===== config.mk =====
export PLATFORM = sky130hd
export DESIGN_NAME = jtframe_ioctl_upload
export DESIGN_NICKNAME = d
export VERILOG_FILES = /design/src/rtl/jtframe_ioctl_upload.sv
export SDC_FILE = /design/constraint.sdc
export NUM_CORES = 1
export LEC_CHECK = 0
export CORE_MARGIN = 10
export CORE_UTILIZATION = 40
export CTS_BUF_LIST = sky130_fd_sc_hd__clkbuf_4 sky130_fd_sc_hd__clkbuf_8 sky130_fd_sc_hd__clkbuf_16
export CTS_CLUSTER_DIAMETER = 120
export CTS_CLUSTER_SIZE = 8
export DETAILED_ROUTE_END_ITERATION = 8
export PLACE_DENSITY = 0.64
export SYNTH_ARGS = -nofsm -noshare
export SYNTH_HDL_FRONTEND = slang
export SYNTH_SLANG_ARGS = --single-unit

===== constraint.sdc =====
create_clock -name clk -period 3.3 [get_ports clk]
set_input_delay 0.825 -clock clk [delete_from_list [all_inputs] [get_ports clk]]
set_output_delay 0.825 -clock clk [all_outputs]
set_load 0.02 [all_outputs]

===== src/rtl/jtframe_ioctl_upload.sv =====
// Upload read path: serves ioctl_din bytes from SDRAM through the prog_* read handshake.
// Holds the current word (CUR) and one prefetched word (NXT) so sequential reads do not stall.
module jtframe_ioctl_upload #(
   parameter int                SDRAMW = 22,
   parameter logic [1:0]        BA     = 2'd0,
   parameter logic [SDRAMW-1:0] OFFSET = '0
) (
   input  logic              clk,
   input  logic              rst,
   input  logic              ioctl_ram,
   input  logic [24:0]       ioctl_addr,
   input  logic              ioctl_rd,
   output logic [7:0]        ioctl_din,
   output logic              din_ok,
   output logic [SDRAMW-1:0] prog_addr,
   output logic [1:0]        prog_ba,
   output logic              prog_rd,
   input  logic              prog_ack,
   input  logic              prog_rdy,
   input  logic [15:0]       sdram_dout
);

   typedef enum logic [1:0] {StIdle, StReq, StWait} state_t;

   state_t            st_q, st_d;
   logic              cur_v_q, cur_v_d, nxt_v_q, nxt_v_d;
   logic [SDRAMW-1:0] cur_tag_q, cur_tag_d, nxt_tag_q, nxt_tag_d;
   logic [15:0]       cur_data_q, cur_data_d, nxt_data_q, nxt_data_d;
   logic [SDRAMW-1:0] addr_q, addr_d;
   logic              pf_q, pf_d, drop_q, drop_d;
   logic [7:0]        din_q, din_d;
   logic              ok_q, ok_d;
   logic [SDRAMW-1:0] req_word, cur_succ;
   logic              cur_hit, nxt_hit, capture, keep, promote;
   logic              unused_ok;

   // ioctl_rd carries no information beyond the address change that follows it
   assign unused_ok = ^{ioctl_rd, ioctl_addr[24:SDRAMW+1]};

   assign req_word = OFFSET + ioctl_addr[SDRAMW:1];
   assign cur_succ = cur_tag_q + SDRAMW'(1);
   assign cur_hit  = cur_v_q && (cur_tag_q == req_word);
   assign nxt_hit  = nxt_v_q && (nxt_tag_q == req_word);
   assign capture  = (st_q == StWait) && prog_rdy;
   assign keep     = capture && ioctl_ram && !drop_q;
   // A demand capture into CUR wins; the promotion is retried on the next cycle
   assign promote  = ioctl_ram && !cur_hit && nxt_hit && !(keep && !pf_q);

   assign ioctl_din = din_q;
   assign din_ok    = ok_q;
   assign prog_addr = addr_q;
   assign prog_rd   = (st_q == StReq);
   assign prog_ba   = BA;

   always_comb begin
      st_d       = st_q;
      addr_d     = addr_q;
      pf_d       = pf_q;
      drop_d     = drop_q;
      cur_v_d    = cur_v_q;
      cur_tag_d  = cur_tag_q;
      cur_data_d = cur_data_q;
      nxt_v_d    = nxt_v_q;
      nxt_tag_d  = nxt_tag_q;
      nxt_data_d = nxt_data_q;
      din_d      = din_q;
      ok_d       = 1'b0;

      if (ioctl_ram && cur_hit) begin
         ok_d  = 1'b1;
         din_d = ioctl_addr[0] ? cur_data_q[15:8] : cur_data_q[7:0];
      end else if (ioctl_ram && nxt_hit) begin
         ok_d  = 1'b1;
         din_d = ioctl_addr[0] ? nxt_data_q[15:8] : nxt_data_q[7:0];
      end

      if (keep) begin
         if (pf_q) begin
            nxt_v_d    = 1'b1;
            nxt_tag_d  = addr_q;
            nxt_data_d = sdram_dout;
         end else begin
            cur_v_d    = 1'b1;
            cur_tag_d  = addr_q;
            cur_data_d = sdram_dout;
         end
      end

      if (promote) begin
         cur_v_d    = 1'b1;
         cur_tag_d  = nxt_tag_q;
         cur_data_d = nxt_data_q;
         if (!keep) nxt_v_d = 1'b0;
      end

      if (!ioctl_ram) begin
         cur_v_d = 1'b0;
         nxt_v_d = 1'b0;
      end

      // Data from an access that straddled a window close must never become valid
      if (capture) drop_d = 1'b0;
      else if (!ioctl_ram && st_q != StIdle) drop_d = 1'b1;

      unique case (st_q)
         StIdle: begin
            if (ioctl_ram) begin
               if (!cur_hit && !nxt_hit) begin
                  addr_d = req_word;
                  pf_d   = 1'b0;
                  st_d   = StReq;
               end else if (cur_hit && (!nxt_v_q || nxt_tag_q != cur_succ)) begin
                  addr_d = cur_succ;
                  pf_d   = 1'b1;
                  st_d   = StReq;
               end
            end
         end
         StReq:   if (prog_ack) st_d = StWait;
         StWait:  if (prog_rdy) st_d = StIdle;
         default: st_d = StIdle;
      endcase
   end

   always_ff @(posedge clk) begin
      if (rst) begin
         st_q       <= StIdle;
         addr_q     <= '0;
         pf_q       <= 1'b0;
         drop_q     <= 1'b0;
         cur_v_q    <= 1'b0;
         cur_tag_q  <= '0;
         cur_data_q <= '0;
         nxt_v_q    <= 1'b0;
         nxt_tag_q  <= '0;
         nxt_data_q <= '0;
         din_q      <= '0;
         ok_q       <= 1'b0;
      end else begin
         st_q       <= st_d;
         addr_q     <= addr_d;
         pf_q       <= pf_d;
         drop_q     <= drop_d;
         cur_v_q    <= cur_v_d;
         cur_tag_q  <= cur_tag_d;
         cur_data_q <= cur_data_d;
         nxt_v_q    <= nxt_v_d;
         nxt_tag_q  <= nxt_tag_d;
         nxt_data_q <= nxt_data_d;
         din_q      <= din_d;
         ok_q       <= ok_d;
      end
   end

endmodule


==> results.sh, run 1 <==
export IMPL_grt_usage_pct=17.7
export IMPL_core_area_um2=16500
export IMPL_crit_buf_inv=1
export IMPL_critPathCaptureType="flip-flop"
export IMPL_placed_cell_area_um2=7780
export IMPL_io_pin_count=81
export IMPL_wirelength_um=19500
export IMPL_ys_warn_count=0
export IMPL_ys_flop_type="dfxtp_1"
export IMPL_die_h_um=149
export IMPL_slew_headroom_pct=32.8
export IMPL_critical_path_top_delay_family="simple AND/OR/NAND/NOR gates"
export IMPL_cap_violations=0
export IMPL_grt_max_degree=102
export IMPL_fin_tns_setup_ns=0
export IMPL_cellLeakagePower_uw=0.00323
export IMPL_period_minus_slack_ns=3.08
export IMPL_ys_ff_latch=113
export IMPL_grt_pass1_vias=5863
export IMPL_setup_viol=0
export IMPL_hold_viol_final=0
export IMPL_cts_htree_levels=4
export IMPL_critPathRequiredTime_ns=3.62
export IMPL_finalClockSkew_ns=0.00933
export IMPL_yosysTopAreaCell="dfxtp_1"
export IMPL_port_buffers=75
export IMPL_syn_inst=819
export IMPL_layout_drive_gt1_share_pct=12.2
export IMPL_fmax_ghz=0.324
export IMPL_syn_avg_cell_area_um2=8.15
export IMPL_diodes=0
export IMPL_dpl_hpwl_um=13900
export IMPL_status="finished clean"
export IMPL_die_area_um2=22300
export IMPL_seq_area_frac_synth_pct=33.9
export IMPL_synth_cell_types=62
export IMPL_finalCritPeriodShare_pct=93.5
export IMPL_nets=938
export IMPL_critical_path_class="flip-flop to flip-flop"
export IMPL_worst_pin_slew_ns=1.01
export IMPL_hold_path_class="flip-flop to flip-flop"
export IMPL_num_rows=47
export IMPL_synth_top_cell_area_share_pct=33.9
export IMPL_vias=6071
export IMPL_postRouteAntennaNets=0
export IMPL_cts_root_buffer="clkbuf_16"
export IMPL_drtIter0Drc=552
export IMPL_place_congestion=0.951
export IMPL_path_clk_slew_ns=0.06
export IMPL_grt_pass1_wl_um=31600
export IMPL_drt_wirelength_per_cell_um=17.3
export IMPL_cts_setup_buffers=0
export IMPL_fin_area_um2=8330
export IMPL_crit_path_top_delay_cell="or4_4"
export IMPL_drv_slew=0
export IMPL_routed_via_density=5.41
export IMPL_ir_drop_v=0.000333
export IMPL_critPathMaxStageDelay_ns=0.57
export IMPL_synthToLayoutAreaGrowth_pct=24.8
export IMPL_netlist_area_um2=6680
export IMPL_startpoint_type="flip-flop"
export IMPL_worstSkewPairLatency_ns=0.43
export IMPL_antenna_found_initial=0
export IMPL_overflow=0
export IMPL_hold_slack_ns=0.469
export IMPL_first_pass_iters=5
export IMPL_tritoncts="done"
export IMPL_drc_errors=0
export IMPL_ys_async_sr_fraction_pct=0
export IMPL_arrival_ns=3.41
export IMPL_cts_sink_count=113
export IMPL_synth_edf_count=0
export IMPL_numCtsBuffers=17
export IMPL_clockBufferDepth=2
export IMPL_crit_fanout=16
export IMPL_rsz0062_at_grt="no"
export IMPL_die_x_um=149
export IMPL_pwr_density_cell_nw_per_um2=411
export IMPL_synth_area_leaders="dfxtp_1, mux2i_1, nand2_1, a211oi_1, xor2_1"
export IMPL_cp_cell_sequence="ha_1 > nand4_1 > or3_1 > a221o_1 > or4_4 > nor4b_2 > and4_2 > buf_4 > o21ai_0 > o41ai_1"
export IMPL_initial_utilization_pct=40.6
==> worst reg2reg max path: stages (launching register included) <==
cell and delay [ns]:
dfxtp_1 0.42, ha_1 0.23, nand4_1 0.13, or3_1 0.33, a221o_1 0.32, or4_4 0.57
nor4b_2 0.28, and4_2 0.31, buf_4 0.23, o21ai_0 0.11, o41ai_1 0.07
==> synthesized netlist by cell type, types with 9 or more instances <==
cell type	number
a211oi_1	49
a21oi_1	42
buf_2	12
clkbuf_1	50
dfxtp_1	113
mux2i_1	51
nand2_1	115
nand2b_1	9
nand3_1	9
nand4_1	19
nor2_1	58
nor2b_1	27
nor3_1	10
nor4_1	16
o21ai_0	52
o41ai_1	21
xnor2_1	36
xor2_1	42
==> area by class of cell <==
type / count / area (µm²)
fillers: 1590 / 8130
multi-input cells: 622 / 4010
flip-flops and latches: 113 / 2260
repair buffers: 130 / 1220
clock buffers: 18 / 439
well taps: 220 / 275
clock inverters: 14 / 106
inverters: 5 / 18.8
==> power breakdown <==
part	internal (µW)	switching, µW	leakage (µW)
Combinational	147	163	0.00206
Sequential	1390	30.5	0.000915
Clock	983	711	0.000259
==> state kept, by name, summed over array words and instances (netlist names), 2 cells and up <==
name,flops
nxt_tag_q,22
ioctl_din,8
nxt_data_q,16
cur_tag_q,22
prog_addr,22
cur_data_q,16
st_q,2
==> what timing repair did <==
item | 4_1_cts | 5_1_grt
hold buffers | 0 | 0
endpoints found under the hold margin | 0 | 0
setup endpoints to repair | 0 | 8
resized for setup | 0 | 3
==> layout by cell type (no fill, tap or decap), drive strengths merged, types with 4 or more instances in the layout <==
cell type,instances
nand2,116
dfxtp,113
clkdlybuf4s50,74
nor2,58
buf,56
o21ai,55
mux2i,51
a211oi,49
a21oi,42
xor2,42
xnor2,36
nor2b,27
o41ai,21
nand4,19
clkbuf,18
nor4,17
nor3,11
nand3,10
nand2b,9
inv,9
mux2,8
clkinv,6
or3,5
and3,4
clkinvlp,4
==> path summary, 6_finish.rpt <==
check,end,from,cells after the start,slack [ns]
setup / recovery,prog_addr[14],cur_tag_q[1],10,0.22
hold / removal,nxt_data_q[11],nxt_data_q[11],2,0.47
setup reg to reg,prog_addr[14],cur_tag_q[1],10,0.22
hold reg to reg,nxt_data_q[11],nxt_data_q[11],2,0.47
==> per-stage QoR <==
step / setup WS, ns / std cells / total power [µW] / util [%]
after CTS: 0.174 / 1122 / 3460 / 50.6
final: 0.216 / 1122 / 3430 / 50.6
after floorplan: 0.456 / 820 / 1610 / -
after detailed placement: -0.106 / 1090 / 1760 / 47.2
after global routing: 0.00757 / 1122 / 3550 / 50.6
after global placement: -0.0355 / 1090 / 1760 / 47.2
==> metal layers <==
| layer | global-route usage (%) | share of wire [%] |
|---|---|---|
| met1 | 23.2 | 47 |
| met2 | 27.3 | 45 |
| met3 | 4.55 | 6.2 |
| met4 | 6.87 | 2.0 |
| met5 | 0 | 0 |
==> cell families (layout without fill, tap and decap cells) <==
logic type	after synthesis	count (layout)	share of synthesized area, %
multiplexers	59	59	8.99
AO/OA/AOI/OAI	185	185	17.8
AND/OR/NAND/NOR	294	294	21.7
XOR/XNOR	80	80	10.9
flip-flops	113	113	33.9
adder cells (fa/ha/maj)	2	2	0.375
other	1	2	0.0562
buffers and inverters	85	167	6.31
Power figures use the tool's default switching activity.
==> inputs of run 2 (changes only) <==
- CORE_UTILIZATION: 40 -> 57
- PLACE_DENSITY: 0.64 -> 0.81
==> run 2 against run 1 <==
Sequential power hardly changed. Clock skew shrank 0.0014 ns. First-iteration DRC count rose by 20%. Critical path type unchanged. Critical endpoint is now st_q[0]. Largest cell class unchanged.
==> results.sh, run 2 (synthesized netlist as in run 1, its figures left out) <==
export IMPL_hold_end="cur_v_q"
export IMPL_final_common_cell="nand2_1"
export IMPL_rsz0062_at_grt="no"
export IMPL_synthToLayoutAreaGrowth_pct=23.4
export IMPL_wl_met2_um=10100
export IMPL_dpl_hpwl_um=14700
export IMPL_io_pin_count=81
export IMPL_grt_usage_pct=25.0
export IMPL_cap_violations=0
export IMPL_pwr_density_cell_nw_per_um2=431
export IMPL_cts_htree_levels=4
export IMPL_die_area_um2=16400
export IMPL_drt_wirelength_per_cell_um=20.0
export IMPL_postRouteAntennaNets=0
export IMPL_antenna_found_initial=0
export IMPL_place_congestion=0.979
export IMPL_core_area_um2=11500
export IMPL_crit_fanout=15
export IMPL_critPathMaxStageDelay_ns=0.56
export IMPL_fmax_ghz=0.317
export IMPL_clockBufferDepth=2
export IMPL_cts_resized=0
export IMPL_r2r_start="cur_tag_q[1]"
export IMPL_first_pass_iters=5
export IMPL_worst_pin_slew_ns=1.12
export IMPL_final_cell_mix="nand2_1, dfxtp_1, clkdlybuf4s50_1"
export IMPL_overflow=0
export IMPL_hold_viol_final=0
export IMPL_r2r_end="st_q[0]"
export IMPL_cts_setup_buffers=0
export IMPL_period_minus_slack_ns=3.16
export IMPL_die_x_um=128
export IMPL_top_layer_used="met4"
export IMPL_nets=938
export IMPL_critPathCaptureType="flip-flop"
export IMPL_cp_common_cell="or3_1"
export IMPL_slew_headroom_pct=25.4
export IMPL_finalCritPeriodShare_pct=95.6
export IMPL_cts_root_buffer="clkbuf_16"
export IMPL_fin_tns_setup_ns=0
export IMPL_diodes=0
export IMPL_grt_max_degree=110
export IMPL_critPathRequiredTime_ns=3.53
export IMPL_cts_hold_fix_buffers=0
export IMPL_die_h_um=128
export IMPL_r2r_setup_slack_ns=0.14
export IMPL_initial_utilization_pct=58.2
export IMPL_status="finished clean"
export IMPL_route_met3_wl_um=1200
export IMPL_critical_path_class="flip-flop to flip-flop"
export IMPL_startpoint_type="flip-flop"
export IMPL_worstSkewPairLatency_ns=0.41
export IMPL_place_ws_ns=-0.0963
export IMPL_cts_sink_count=113
export IMPL_drtIter0Drc=663
export IMPL_port_buffers=75
export IMPL_hold_path_class="flip-flop to flip-flop"
export IMPL_grt_pass1_vias=6257
export IMPL_drc_errors=0
export IMPL_drt_met1_wl_um=9180
export IMPL_setup_viol=0
export IMPL_vias=6393
export IMPL_path_clk_slew_ns=0.05
export IMPL_crit_buf_inv=1
export IMPL_finalClockSkew_ns=0.00798
export IMPL_routed_via_density=6.12
export IMPL_cp_cell_sequence="ha_1 > nand4_1 > or3_1 > a221o_1 > or4_4 > nor4b_2 > and4_2 > buf_6 > or3_1 > a211oi_1"
export IMPL_drv_slew=0
export IMPL_arrival_ns=3.39
export IMPL_tritoncts="done"
export IMPL_fin_ws_ns=0.144
export IMPL_grt_pass1_wl_um=33300
export IMPL_crit_path_top_delay_cell="or4_4"
export IMPL_num_rows=39
export IMPL_hold_slack_ns=0.465
export IMPL_min_from="cur_v_q"
export IMPL_numCtsBuffers=17
export IMPL_critical_path_top_delay_family="simple AND/OR/NAND/NOR gates"
export IMPL_whs_path_depth=2
export IMPL_wirelength_um=20900
export IMPL_cellLeakagePower_uw=0.00326
export IMPL_r2r_cells=10
export IMPL_fill_cells=909
export IMPL_layout_drive_gt1_share_pct=12.3
export IMPL_ir_drop_v=0.000447
run 2: how the worst max path moves through the flow:
| stage | start | to | slack (ns) | depth (start not counted) |
|---|---|---|---|---|
| finish | cur_tag_q[1] | st_q[0] | 0.14 | 10 |
| global route | cur_tag_q[1] | st_q[0] | 0.006 | 10 |
| CTS | cur_tag_q[1] | st_q[0] | 0.02 | 10 |
| detailed placement | ioctl_addr[21] | prog_addr[16] | -0.1 | 11 |
| global placement | ioctl_addr[8] | st_q[0] | -0.05 | 11 |
| floorplan | ioctl_addr[8] | prog_addr[7] | 0.46 | 10 |
run 2: report_power, final:
group	total [µW]	internal (µW)	leakage (µW)	switching, µW
combinational	314	147	0.00205	167
sequential	1430	1390	0.000916	32.6
clock	1810	1170	0.000290	643
total	3550	2710	0.00326	843
run 2: worst reg2reg max path, delay by kind of cell (launching register included):
family	cells	cell delay [ns]
AO/OA/AOI/OAI	2	0.42
buffers and inverters	1	0.17
flip-flops	1	0.41
AND/OR/NAND/NOR	6	1.76
adder cells (fa/ha/maj)	1	0.22
run 2: per-layer routing:
layer / global-route usage, % / vias to the layer above
met5: 0 / -
met4: 9.40 / 0
met3: 5.75 / 38
met2: 40.2 / 243
met1: 31.7 / 3079
li1: - / 3033
run 2: per-stage QoR:
| step | total power (µW) | area [µm²] | utilization [%] | std cells |
|---|---|---|---|---|
| 4_1_cts | 3570 | 8230 | 71.8 | 1044 |
| 3_3_place_gp | 1750 | 7650 | 66.7 | 1013 |
| 2_1_floorplan | 1610 | 6680 | - | 820 |
| 6_report | 3550 | 8240 | 71.9 | 1044 |
| 5_1_grt | 3660 | 8240 | 71.9 | 1044 |
| 3_5_place_dp | 1760 | 7650 | 66.7 | 1013 |
run 2: cell type report:
class / instances / area, µm² / share of cell area (%)
Multi-Input combinational cell: 622 / 4000 / 48.6
Sequential cell: 113 / 2270 / 27.5
Timing Repair Buffer: 130 / 1190 / 14.4
Clock buffer: 22 / 475 / 5.77
Tap cell: 143 / 179 / 2.17
Clock inverter: 9 / 109 / 1.32
Inverter: 5 / 18.8 / 0.228
==> edit 1 (settings of run 2) <==
`cur_tag_q` no longer has a reset.
--- a/src/rtl/jtframe_ioctl_upload.sv
+++ b/src/rtl/jtframe_ioctl_upload.sv
@@ -129,7 +129,6 @@
          pf_q       <= 1'b0;
          drop_q     <= 1'b0;
          cur_v_q    <= 1'b0;
-         cur_tag_q  <= '0;
          cur_data_q <= '0;
          nxt_v_q    <= 1'b0;
          nxt_tag_q  <= '0;
@@ -142,7 +141,6 @@
          pf_q       <= pf_d;
          drop_q     <= drop_d;
          cur_v_q    <= cur_v_d;
-         cur_tag_q  <= cur_tag_d;
          cur_data_q <= cur_data_d;
          nxt_v_q    <= nxt_v_d;
          nxt_tag_q  <= nxt_tag_d;
@@ -152,5 +150,9 @@
       end
    end
 
+   always_ff @(posedge clk) begin
+      cur_tag_q <= cur_tag_d;
+   end
+
 endmodule
 
Formal check against the unedited RTL: same outputs for any inputs over 4 cycles, from zero or initial values and one cycle with rst high; that may be too few to reach the edited logic, so the function may still have changed.
==> edit 1 against run 2 <==
Sequential cell count is the same. Power shrank 1.3%. Core utilization grew 4.2 points. Largest power group unchanged. Via count grew 3.4%. Synthesized area grew 1.6%. Cell area grew 6.3%. Worst setup slack lost 28 ps. Wire length grew 8.5%.
==> edit 1: results <==
{
  "outcome": "finished clean",
  "cp_max_fo": 12,
  "track_usage_pct": 26.94,
  "dpl_cell_area_mm2": 0.008118,
  "wl_per_cell_um": 21.13,
  "hold_class": "register to register",
  "synth_cell_types": 66,
  "cellLeakagePower_uw": 0.003359,
  "synth_common_cells": "109 x nand2_1, 95 x a21oi_1, 91 x dfxtp_1",
  "synthTopCellsByArea": "dfxtp_1 27%, edfxtp_1 9.7%, a21oi_1 7.0%",
  "gp_congestion": 0.9830,
  "grt_overflow": 0,
  "wl_met3_mm": 1.745,
  "synth_warnings": 0,
  "insertion_delay_ps": 420,
  "synthFlopType": "dfxtp_1",
  "cts-buffers-inserted": 17,
  "antenna_found_initial": 0,
  "met2WireLength_mm": 11.01,
  "wl_met1_mm": 9.168,
  "routed.top_layer": "met4",
  "ys_seq_area_share_pct": 36.61,
  "synth_edf_count": 22,
  "drt-initial-drc-count": 551,
  "diodes": 0,
  "first_global_vias": 6468,
  "skew_ps": 7.206,
  "cts.clk_slew.worst_paths_ps": 60,
  "final_nets": 966,
  "drive_above_1_share_pct": 18.92,
  "dpl.hpwl_mm": 16.13,
  "io_buffers": 75,
  "num_vias": 6610,
  "cts_root_buf": "clkbuf_16",
  "htreeDepth": 4,
  "dp_slack_ps": -464.3,
  "grt_first_pass_wirelength_mm": 34.85,
  "cp.arrival_ps": 3350,
  "tightest_slew_ps": 656.3,
  "drtPass1Iterations": 5,
  "synthArstFlopShare_pct": 0,
  "grt_max_degree": 61,
  "ir_drop_v": 0.0005439,
  "clk_path_buf_depth": 2
}
==> edit 1: cell count changes after synthesis, moves of 15 or more <==
| cell | run 2 | this run |
|---|---|---|
| a21oi_1 | 42 | 95 |
| o21ai_0 | 52 | 6 |
| mux2i_1 | 51 | 20 |
| a211oi_1 | 49 | 21 |
| nor2b_1 | 27 | 1 |
| dfxtp_1 | 113 | 91 |
| edfxtp_1 | 0 | 22 |
| nand3_1 | 9 | 31 |
| o41ai_1 | 21 | 0 |
| clkbuf_1 | 50 | 33 |
| o21ai_1 | 3 | 20 |
| mux2_2 | 8 | 23 |
==> edit 1: cell families after synthesis <==
family	count (synthesis)	synth area share [%]
buffers and inverters	70	5.129
AO/OA/AOI/OAI	158	13.17
AND/OR/NAND/NOR	319	24.65
multiplexers	49	8.764
XOR/XNOR	84	11.25
flip-flops	113	36.61
adder cells (fa/ha/maj)	2	0.3689
other	1	0.05530
==> edit 1: final timing paths <==
check | start | endpoint | slack [ps] | depth (start not counted)
worst max register to register | cur_tag_q[7] | prog_addr[11] | 130 | 11
worst min-delay path | ioctl_din[4] | ioctl_din[4] | 460 | 2
worst min register to register | ioctl_din[4] | ioctl_din[4] | 460 | 2
worst max-delay path | ioctl_addr[6] | cur_tag_q[13] | 120 | 10
==> edit 1: where the power goes <==
group          total [µW]  switching (µW)  internal, µW
clock                1680             707           972
combinational         372             190           182
sequential           1460            25.3          1430
total                3510             922          2590
==> edit 1: timing repair <==
action,CTS,global route
resized for setup,5,5
setup buffers,1,5
pin swaps,1,1
setup endpoints to repair,31,28
cloned,1,0
==> edit 1: cell type report <==
cell class / count / area (µm²)
multi-input combinational: 614 / 3988
timing repair buffer: 167 / 1556
fill: 820 / 2758
tap: 143 / 178.9
clock inverter: 14 / 105.1
clock buffer: 18 / 432.9
inverter: 4 / 15.01
sequential: 113 / 2482
==> edit 1: critical path: stages <==
cell and delay, ps:
clkdlybuf4s50_1 460, xor2_1 200, or4_1 520, nand4bb_4 220
nor4_4 250, buf_4 170, nor2b_4 50, nand3_4 120
buf_12 170, mux2_2 350
==> edit 1: stage by stage <==
stage	hold WS (ps)	util, %	instances
6_report	458.5	76.05	1073
5_1_grt	475.7	76.05	1073
4_1_cts	459.3	75.59	1068
3_5_place_dp	452.9	70.49	1034
3_3_place_gp	440.8	70.49	1034
2_1_floorplan	445.5	-	797
==> edit 1: routing by layer <==
layer / global-route usage [%] / vias up
met1: 32.89 / 3186
met2: 45.02 / 309
met5: 0 / -
met4: 11.57 / 0
li1: - / 3061
met3: 5.995 / 54
==> edit 2 (flow settings as in run 2) <==
Without the edit above. Change the parameter `SDRAMW` from 22 to 11.
--- a/src/rtl/jtframe_ioctl_upload.sv
+++ b/src/rtl/jtframe_ioctl_upload.sv
@@ -1,7 +1,7 @@
 // Upload read path: serves ioctl_din bytes from SDRAM through the prog_* read handshake.
 // Holds the current word (CUR) and one prefetched word (NXT) so sequential reads do not stall.
 module jtframe_ioctl_upload #(
-   parameter int                SDRAMW = 22,
+   parameter int                SDRAMW = 11,
    parameter logic [1:0]        BA     = 2'd0,
    parameter logic [SDRAMW-1:0] OFFSET = '0
 ) (
Ports: changed (resized prog_addr); port bits go from 81 to 70. No check against the original RTL was run, so the function may have changed too.
==> edit 2 against run 2 <==
Sequential cell count is 33 lower. Cell count decreased by 41%. Sequential power fell by 30%. Worst setup slack improved by 110 ps. Wire length decreased by 48%. Power is 43% lower. Synthesized area down 34%. Cell area down 37%. Worst hold slack better by 5.1 ps. Critical path type is now primary input to register.
==> edit 2: results <==
{
  "cts.clk_slew.worst_paths_ps": 90,
  "cts_root_buf": "clkbuf_8",
  "outcome": "finished clean",
  "htreeDepth": 3,
  "dpl_cell_area_mm2": 0.004931,
  "critPathTopFamily": "compound AO/OA/AOI/OAI gates",
  "min_from": "nxt_data_q[11]",
  "cts-buffers-inserted": 9,
  "gp_congestion": 0.9322,
  "r2r-start": "cur_tag_q[0]",
  "skew_ps": 9.709,
  "cp_max_fo": 11,
  "n_fill_cell": 595,
  "tightest_slew_ps": 854.9,
  "placed_cells_incl_taps": 605,
  "cellLeakagePower_uw": 0.001988,
  "rrSetupSlack_ps": 430,
  "r2r_end": "prog_addr[0]",
  "io_buffers": 53,
  "drive_above_1_share_pct": 14.37,
  "syn-mean-instance-area_um2": 9.189,
  "cp.arrival_ps": 3320,
  "ir_drop_v": 0.0003158,
  "grt_first_pass_wirelength_mm": 18.04,
  "slowest_delay_ps": 730,
  "drt-initial-drc-count": 293,
  "synthTopCellsByArea": "dfxtp_1 37%, mux2i_1 8.5%, xnor2_1 5.6%",
  "grt_max_degree": 42,
  "setup.worst_path.start": "ioctl_addr[7]",
  "wl_per_cell_um": 17.62,
  "first_global_vias": 3548,
  "final_nets": 565,
  "track_usage_pct": 19.13,
  "dpl.hpwl_mm": 7.757
}
==> edit 2: cell count changes after synthesis, moves of 21 or more <==
cell / change
o41ai_1: -21
a211oi_1: -21
nand2_1: -56
nor2b_1: -23
dfxtp_1: -33
xor2_1: -34
o21ai_0: -48
clkbuf_1: -35
==> edit 2: report_power, final <==
| part | switching, µW | total (µW) | internal (µW) |
|---|---|---|---|
| clock | 390 | 827 | 437 |
| combinational | 99.5 | 193 | 93.3 |
| sequential | 18.7 | 1000 | 981 |
==> edit 2: worst min-delay path, stage by stage, from the launching register on <==
cell and delay, ps:
dfxtp_1 330, nand2_1 50, a21oi_1 50
==> edit 2: metal layers <==
layer  GRT usage, %  vias to the layer above  share of wire [%]
met5              0                        -                  0
met4          5.057                        0               0.94
met3          5.030                        9                8.4
met2          29.88                      131                 46
met1          25.46                     1750                 45
li1               -                     1765                  -
==> edit 2: cell families after synthesis <==
logic type                 count (synthesis)  synth area share [%]
AOI/OAI and AO/OA                        100                 17.36
xor gates and xnor gates                  39                 8.324
adders and majority gates                  1                0.2860
buffers and inverters                     46                 5.892
DFF                                       80                 36.61
muxes                                     45                 12.59
other                                      1               0.08573
and+or+nand+nor                          164                 18.85
==> edit 2: through the flow <==
stage	TNS [ps]	total power, µW	util (%)	worst slack [ps]
final	0	2019	70.00	254.0
after CTS	0	2028	70.00	256.1
after detailed placement	-975.9	1213	66.91	-114.1
after global routing	0	2087	70.00	202.0
after floorplan	0	1125	-	986.9
after global placement	-13.40	1209	66.91	-13.40
==> edit 2: final cells by class <==
class | instances | area share [%]
multi-input cells | 351 | 48.87
flip-flops and latches | 80 | 31.05
repair buffers | 70 | 12.90
clock buffers | 9 | 2.401
well taps | 99 | 2.401
clock inverters | 7 | 2.013
inverters | 5 | 0.3638
